===== src/rtl/rv_core_pkg.sv =====
`default_nettype none
// ============================================================================
// Package : rv_core_pkg
// Brief   : Shared RV32I opcode constants, fetch state encoding and helpers.
// Revision: 1.0
// ============================================================================
package rv_core_pkg;

  localparam int PC_W_DEFAULT = 11;

  localparam logic [6:0] OP_R    = 7'b0110011;
  localparam logic [6:0] OP_I    = 7'b0010011;
  localparam logic [6:0] OP_S    = 7'b0100011;
  localparam logic [6:0] OP_L    = 7'b0000011;
  localparam logic [6:0] OP_B    = 7'b1100011;
  localparam logic [6:0] OP_JAL  = 7'b1101111;
  localparam logic [6:0] OP_JALR = 7'b1100111;

  typedef enum logic [0:0] {
    ST_RUN  = 1'b0,
    ST_HALT = 1'b1
  } fetch_state_e;

  function automatic logic is_legal_opcode(input logic [6:0] op);
    case (op)
      OP_R, OP_I, OP_S, OP_L, OP_B, OP_JAL, OP_JALR: return 1'b1;
      default:                                       return 1'b0;
    endcase
  endfunction

endpackage
`default_nettype wire


===== src/rtl/rv_fetch_unit_if.sv =====
`default_nettype none
// ============================================================================
// Interface : rv_fetch_unit_if
// Brief     : ROM read port, redirect request and instruction handshake.
// Revision  : 1.0
// ============================================================================
interface rv_fetch_unit_if
  import rv_core_pkg::*;
#(
  parameter int PC_W = PC_W_DEFAULT
);
  logic [7:0]      rom_addr;
  logic [31:0]     rom_q;
  logic            redirect;
  logic [PC_W-1:0] redirect_pc;
  logic            instr_valid;
  logic [31:0]     instr;
  logic [PC_W-1:0] instr_pc;
  logic            instr_ready;
  logic            halt;

  modport fetch (
    output rom_addr, instr_valid, instr, instr_pc, halt,
    input  rom_q, redirect, redirect_pc, instr_ready
  );

  modport core (
    input  rom_addr, instr_valid, instr, instr_pc, halt,
    output rom_q, redirect, redirect_pc, instr_ready
  );
endinterface
`default_nettype wire


===== src/rtl/fetch_queue.sv =====
`default_nettype none
// ============================================================================
// Module  : fetch_queue
// Brief   : DEPTH-entry synchronous FIFO of {pc, instr} with single-cycle flush.
// Revision: 1.0
// ============================================================================
module fetch_queue #(
  parameter int WIDTH = 43,
  parameter int DEPTH = 2
) (
  input  logic                   clk,
  input  logic                   rst_n,
  input  logic                   push,
  input  logic [WIDTH-1:0]       din,
  input  logic                   pop,
  input  logic                   flush,
  output logic [WIDTH-1:0]       dout,
  output logic [$clog2(DEPTH):0] count,
  output logic                   empty,
  output logic                   full
);
  localparam int              c_AW   = $clog2(DEPTH);
  localparam logic [c_AW:0]   c_FULL = (c_AW+1)'(DEPTH);

  logic [WIDTH-1:0] r_mem [DEPTH];
  logic [c_AW-1:0]  r_wr_ptr;
  logic [c_AW-1:0]  r_rd_ptr;
  logic [c_AW:0]    r_count;
  logic             w_do_push;
  logic             w_do_pop;

  assign empty     = (r_count == '0);
  assign full      = (r_count == c_FULL);
  assign count     = r_count;
  assign dout      = r_mem[r_rd_ptr];
  assign w_do_pop  = pop & ~empty;
  assign w_do_push = push & (~full | w_do_pop);

  always_ff @(posedge clk or negedge rst_n) begin
    if (!rst_n) begin
      for (int i = 0; i < DEPTH; i++) r_mem[i] <= '0;
      r_wr_ptr <= '0;
      r_rd_ptr <= '0;
      r_count  <= '0;
    end else if (flush) begin
      r_wr_ptr <= '0;
      r_rd_ptr <= '0;
      r_count  <= '0;
    end else begin
      if (w_do_push) begin
        r_mem[r_wr_ptr] <= din;
        r_wr_ptr        <= r_wr_ptr + c_AW'(1);
      end
      if (w_do_pop) r_rd_ptr <= r_rd_ptr + c_AW'(1);
      r_count <= r_count + (c_AW+1)'(w_do_push) - (c_AW+1)'(w_do_pop);
    end
  end
endmodule
`default_nettype wire


===== src/rtl/rv_fetch_unit.sv =====
`default_nettype none
// ============================================================================
// Module  : rv_fetch_unit
// Brief   : RV32I fetch stage: ROM issue/credit, redirect flush, illegal-op halt.
// Revision: 1.0
// ============================================================================
module rv_fetch_unit
  import rv_core_pkg::*;
#(
  parameter int              PC_W     = PC_W_DEFAULT,
  parameter int              DEPTH    = 2,
  parameter logic [PC_W-1:0] RESET_PC = '0
) (
  input  logic          clk,
  input  logic          rst_n,
  rv_fetch_unit_if.fetch bus
);
  localparam int              c_CW      = $clog2(DEPTH) + 1;
  localparam logic [c_CW:0]   c_DEPTH   = (c_CW+1)'(DEPTH);
  localparam logic [PC_W-1:0] c_PC_STEP = PC_W'(4);

  fetch_state_e    r_state, w_state_nxt;
  logic [PC_W-1:0] r_fetch_pc, w_fetch_pc_nxt;
  logic            r_inflight;
  logic [PC_W-1:0] r_infl_pc;
  logic            r_infl_epoch;
  logic            r_epoch, w_epoch_nxt;
  logic            w_issue;
  logic [PC_W-1:0] w_issue_pc;

  logic [PC_W-1:0]    w_redir_pc;
  logic [PC_W+31:0]   w_q_dout;
  logic [c_CW-1:0]    w_q_count;
  logic               w_q_empty, w_q_full;
  logic               w_push, w_pop;
  logic [31:0]        w_head_instr;
  logic [PC_W-1:0]    w_head_pc;
  logic               w_head_illegal, w_instr_valid;
  logic               w_live_inflight, w_can_issue;
  logic [c_CW:0]      w_used, w_limit;

  assign w_redir_pc     = bus.redirect_pc & ~PC_W'(3);
  assign w_head_pc      = w_q_dout[PC_W+31:32];
  assign w_head_instr   = w_q_dout[31:0];
  assign w_head_illegal = (r_state == ST_RUN) && !w_q_empty && !is_legal_opcode(w_head_instr[6:0]);
  assign w_instr_valid  = (r_state == ST_RUN) && !w_q_empty && !w_head_illegal;
  assign w_pop          = w_instr_valid && bus.instr_ready && !bus.redirect;

  // A read whose epoch no longer matches was launched before a redirect.
  assign w_live_inflight = r_inflight && (r_infl_epoch == r_epoch);
  assign w_push          = w_live_inflight && (r_state == ST_RUN) && !w_head_illegal && !bus.redirect;

  assign w_used      = {1'b0, w_q_count} + {{c_CW{1'b0}}, w_live_inflight};
  assign w_limit     = c_DEPTH + {{c_CW{1'b0}}, w_pop};
  assign w_can_issue = (w_used < w_limit) && !(w_q_full && !w_pop);

  always_comb begin
    w_state_nxt    = r_state;
    w_fetch_pc_nxt = r_fetch_pc;
    w_epoch_nxt    = r_epoch;
    w_issue        = 1'b0;
    w_issue_pc     = r_fetch_pc;
    if (bus.redirect) begin
      w_state_nxt    = ST_RUN;
      w_epoch_nxt    = ~r_epoch;
      w_issue        = 1'b1;
      w_issue_pc     = w_redir_pc;
      w_fetch_pc_nxt = w_redir_pc + c_PC_STEP;
    end else if (r_state == ST_RUN) begin
      if (w_head_illegal) begin
        w_state_nxt = ST_HALT;
      end else if (w_can_issue) begin
        w_issue        = 1'b1;
        w_fetch_pc_nxt = r_fetch_pc + c_PC_STEP;
      end
    end
  end

  always_ff @(posedge clk or negedge rst_n) begin
    if (!rst_n) begin
      r_state      <= ST_RUN;
      r_fetch_pc   <= RESET_PC;
      r_inflight   <= 1'b0;
      r_infl_pc    <= '0;
      r_infl_epoch <= 1'b0;
      r_epoch      <= 1'b0;
    end else begin
      r_state    <= w_state_nxt;
      r_fetch_pc <= w_fetch_pc_nxt;
      r_inflight <= w_issue;
      r_epoch    <= w_epoch_nxt;
      if (w_issue) begin
        r_infl_pc    <= w_issue_pc;
        r_infl_epoch <= w_epoch_nxt;
      end
    end
  end

  fetch_queue #(
    .WIDTH (PC_W + 32),
    .DEPTH (DEPTH)
  ) u_queue (
    .clk   (clk),
    .rst_n (rst_n),
    .push  (w_push),
    .din   ({r_infl_pc, bus.rom_q}),
    .pop   (w_pop),
    .flush (bus.redirect),
    .dout  (w_q_dout),
    .count (w_q_count),
    .empty (w_q_empty),
    .full  (w_q_full)
  );

  assign bus.rom_addr    = bus.redirect ? w_redir_pc[9:2] : r_fetch_pc[9:2];
  assign bus.instr_valid = w_instr_valid;
  assign bus.instr       = w_q_empty ? 32'h0 : w_head_instr;
  assign bus.instr_pc    = w_q_empty ? '0 : w_head_pc;
  assign bus.halt        = (r_state == ST_HALT) || w_head_illegal;
endmodule
`default_nettype wire


===== src/flat_wrapper.sv =====
// flat-port wrapper written by rule: the top's interface ports become plain ports
module rv_fetch_unit_flat import rv_core_pkg::*;
#(
  parameter int              PC_W     = PC_W_DEFAULT,
  parameter int              DEPTH    = 2,
  parameter logic [PC_W-1:0] RESET_PC = '0
)
  (clk, rst_n, bus_rom_addr, bus_instr_valid, bus_instr, bus_instr_pc, bus_halt, bus_rom_q, bus_redirect, bus_redirect_pc, bus_instr_ready);
  rv_fetch_unit_if #(.PC_W(PC_W)) bus_i ();
  input  logic clk;
  input  logic rst_n;
  output wire logic [$bits(bus_i.rom_addr)-1:0] bus_rom_addr;
  output wire logic [$bits(bus_i.instr_valid)-1:0] bus_instr_valid;
  output wire logic [$bits(bus_i.instr)-1:0] bus_instr;
  output wire logic [$bits(bus_i.instr_pc)-1:0] bus_instr_pc;
  output wire logic [$bits(bus_i.halt)-1:0] bus_halt;
  input wire logic [$bits(bus_i.rom_q)-1:0] bus_rom_q;
  input wire logic [$bits(bus_i.redirect)-1:0] bus_redirect;
  input wire logic [$bits(bus_i.redirect_pc)-1:0] bus_redirect_pc;
  input wire logic [$bits(bus_i.instr_ready)-1:0] bus_instr_ready;
  assign bus_rom_addr = bus_i.rom_addr;
  assign bus_instr_valid = bus_i.instr_valid;
  assign bus_instr = bus_i.instr;
  assign bus_instr_pc = bus_i.instr_pc;
  assign bus_halt = bus_i.halt;
  assign bus_i.rom_q = bus_rom_q;
  assign bus_i.redirect = bus_redirect;
  assign bus_i.redirect_pc = bus_redirect_pc;
  assign bus_i.instr_ready = bus_instr_ready;
  rv_fetch_unit #(.PC_W(PC_W), .DEPTH(DEPTH), .RESET_PC(RESET_PC)) u_core (.clk(clk), .rst_n(rst_n), .bus(bus_i));
endmodule

===== config.mk =====
export PLATFORM = sky130hd
export DESIGN_NAME = rv_fetch_unit_flat
export DESIGN_NICKNAME = d
export VERILOG_FILES = /design/src/rtl/rv_core_pkg.sv /design/src/rtl/rv_fetch_unit_if.sv /design/src/rtl/fetch_queue.sv /design/src/rtl/rv_fetch_unit.sv /design/src/flat_wrapper.sv
export SDC_FILE = /design/constraint.sdc
export NUM_CORES = 1
export LEC_CHECK = 0
export ABC_AREA = 1
export ABC_CLOCK_PERIOD_IN_PS = 2900
export CAP_MARGIN = 30
export CORE_MARGIN = 1.5
export CORE_UTILIZATION = 35
export DETAILED_ROUTE_END_ITERATION = 12
export GPL_TIMING_DRIVEN = 0
export SLEW_MARGIN = 20
export SYNTH_ARGS = -nofsm -noshare
export SYNTH_HDL_FRONTEND = slang
export SYNTH_SLANG_ARGS = --single-unit

===== constraint.sdc =====
create_clock -name clk -period 2.9 [get_ports clk]
set_input_delay 0.58 -clock clk [delete_from_list [all_inputs] [get_ports clk]]
set_output_delay 0.58 -clock clk [all_outputs]
set_load 0.02 [all_outputs]

==> results_dict.tcl <==
set metrics [dict create \
    status "finished clean" \
    routed_wl_mm 14.02 \
    dr.pass1.iters 4 \
    die_h_um 127.8 \
    cts-root-buf "clkbuf_16" \
    clk_pin_slew_worst_paths_ns 0.07 \
    synth_compound_area_share_pct 13.53 \
    cp_top_family "buffers and inverters" \
    diodes 0 \
    max-clock-path-buffers 2 \
    r2r_cells 16 \
    synthMuxAreaShare_pct 0 \
    dp_cells 957 \
    synth_top_family_by_area "simple AND/OR/NAND/NOR gates" \
    power.leakage_uw 0.003623 \
    finalInstanceArea_mm2 0.006985 \
    viasPerCell 4.791 \
    cts.htree.levels 3 \
    start_kind "flip-flop" \
    ios 100 \
    initial_core_util_pct 35.88 \
    clock_latency_ns 0.35 \
    synthAdderAreaFrac_pct 1.147 \
    crit_chain "inv_2 > buf_6 > clkbuf_2 > nand2_1 > a21oi_1 > clkdlybuf4s50_1" \
    drtIter0Drc 301 \
    grt_pass1_wl_mm 22.79 \
    cts_inserted_buffers 9 \
    fin_util_pct 45.95 \
    fin_crit_sh_pct 95.31 \
    relSlewSlack_pct 62.93 \
    grt.total_usage_pct 17.76 \
    drive_above_1_share_pct 15.82 \
    instances_no_fill 972 \
    cts_tree "done" \
    grt_pass1_vias 4579 \
    dp_hpwl_mm 9.988 \
    vias 4657 \
    core_area_mm2 0.01520 \
    synth_seq_cells 108 \
    end_kind "primary output" \
    clock_skew_ns 0.01067 \
    io_buffers 95 \
    met2_usage_pct 28.56 \
    slew_viol_final 0 \
    hp-class "in -> async" \
    slowest_delay_ns 0.62 \
    die_w_um 127.8 \
    synth_area_per_cell_um2 8.118 \
    synth_xor_area_share_pct 1.606 \
    busiest_layer "met2" \
    globalRouteMet1Util_pct 24.67 \
    synthDistinctLibCells 29 \
    clock.fmax_mhz 361.8 \
    setup_viol 0 \
    yosys.area_share.simple_pct 23.92 \
    wl_per_cell_um 14.42 \
    grt_overflow 0 \
    met3_usage_pct 2.421 \
    power_density_mw_per_mm2 979.4 \
    place_congestion 0.8305 \
    hold_violations 0 \
    critPathRequiredTime_ns 2.32 \
    ant_nets 0 \
    critPathKind "reg -> out" \
    post_dp_cell_area_mm2 0.006674 \
    syn_area_mm2 0.005455 \
    synthCells 672 \
    maxCapViolCount 0 \
    cts.sinks 108 \
    path_depth 6 \
    path_buf_inv 4 \
    period_needed_ns 2.764 \
    ys_seq_area_share_pct 49.54 \
    grt_max_degree 63 \
    cp_data_arrival_time_ns 2.18 \
    rows 45 \
    die_area_mm2 0.01634 \
    total_power_uw 6841 \
    crit_path_max_fanout 10 \
    finalNetCount 832 \
    yosys_warnings 0 \
    slowest_stage "clkdlybuf4s50_1" \
    drc 0 \
    syn2layout_area_growth_pct 28.05 \
    worst_pin_slew_ns 0.5561 \
    antenna_found_initial 0 \
    ir_drop_v 0.0004244 \
]
timing repair:
action	CTS	global route
buffers inserted	0	0
endpoints found under the setup margin	47	18
cloned	0	0
gates resized for setup	22	15
hold buffers	0	0
routing by layer:
layer	up-vias	share of wire, %
li1	2312	-
met1	2204	48
met2	129	46
met3	12	4.2
met4	0	1.5
met5	-	0
synth_stat cells (all sizes together):
| cell type | instances | area, um^2 |
|---|---|---|
| a21boi | 1 | 7.510 |
| a21oi | 37 | 185.2 |
| and3 | 1 | 6.260 |
| buf | 39 | 281.5 |
| clkbuf | 9 | 33.78 |
| conb | 1 | 3.750 |
| dfrtp | 108 | 2703 |
| ha | 5 | 62.56 |
| inv | 64 | 240.2 |
| nand2 | 259 | 1020 |
| nand3 | 28 | 155.2 |
| nand3b | 2 | 15.01 |
| nand4 | 1 | 6.260 |
| nor2 | 19 | 83.83 |
| o21ai | 85 | 545.5 |
| or2 | 3 | 18.77 |
| xnor2 | 4 | 35.03 |
| xor2 | 6 | 52.55 |
stage by stage:
stage | setup TNS [ns] | setup slack, ns | hold WS (ns)
floorplan | 0 | 0.7955 | 0.2844
global placement | -307.53 | -2.834 | 0.4657
detailed placement | -2.485 | -0.5094 | 0.4693
CTS | 0 | 0.006436 | 0.1749
global route | -0.009410 | -0.009410 | 0.1827
finish | 0 | 0.1360 | 0.1647
state kept, by name, indices dropped and copies added, names as in the netlist:
name,flops
u_core.r_infl_pc,9
u_core.u_queue.r_mem,82
u_core.u_queue.r_rd_ptr,1
u_core.r_epoch,1
u_core.u_queue.r_wr_ptr,1
u_core.r_fetch_pc,9
u_core.r_infl_epoch,1
u_core.r_state,1
u_core.u_queue.count,2
u_core.r_inflight,1
layout by cell type, fill, tap and decap left out, types with 5 or more instances in the layout:
cell type	count
o21ai_1	51
clkbuf_16	9
a21oi_1	37
buf_6	11
clkdlybuf4s50_1	75
dfrtp_1	108
dlymetal6s2s_1	13
buf_4	13
nor2_1	15
clkbuf_2	7
nand2_2	19
buf_2	15
o21ai_2	32
nand2_1	240
nand3_1	25
ha_1	5
inv_1	62
dlygate4sd2_1	5
xor2_1	6
report_power, final:
group	total (uW)	switching [uW]	leakage (uW)	internal (uW)
Sequential	2640	414	0.00135	2230
Clock	1140	539	0.000131	601
Combinational	3060	1800	0.00214	1260
Total	6840	2760	0.00362	4080
logic make-up (layout without fill, tap and decap cells):
family | count (synthesis) | in the layout
other | 1 | 2
adders and majority gates | 5 | 5
and+or+nand+nor | 313 | 313
xor gates and xnor gates | 10 | 10
DFF | 108 | 108
buffers and inverters | 112 | 223
AOI/OAI and AO/OA | 123 | 123
final timing paths:
kind,start,end,slack (ns)
worst max-delay path,u_core.u_queue.r_rd_ptr$_DFFE_PN0P_,bus_instr_pc[6],0.14
worst min-delay path,rst_n,u_core.u_queue.r_mem[27]$_DFFE_PN0P_,0.16
worst max register to register,u_core.u_queue.r_rd_ptr$_DFFE_PN0P_,u_core.u_queue.count[1]$_DFF_PN0_,0.55
worst min register to register,u_core.u_queue.r_mem[50]$_DFFE_PN0P_,u_core.u_queue.r_mem[50]$_DFFE_PN0P_,0.49
max in group asynchronous,rst_n,u_core.r_inflight$_DFF_PN0_,2.08
min in group clk,u_core.u_queue.r_mem[50]$_DFFE_PN0P_,u_core.u_queue.r_mem[50]$_DFFE_PN0P_,0.49
final cells by class:
class | count | area, um^2
inverters | 64 | 240.2
clock buffers | 11 | 242.7
multi-input cells | 453 | 2203
well taps | 188 | 235.2
clock inverters | 4 | 26.28
repair buffers | 96 | 1001
flip-flops and latches | 108 | 2703
fillers | 1499 | 8217
plain buffers | 48 | 334.1
Power figures use the tool's default switching activity.
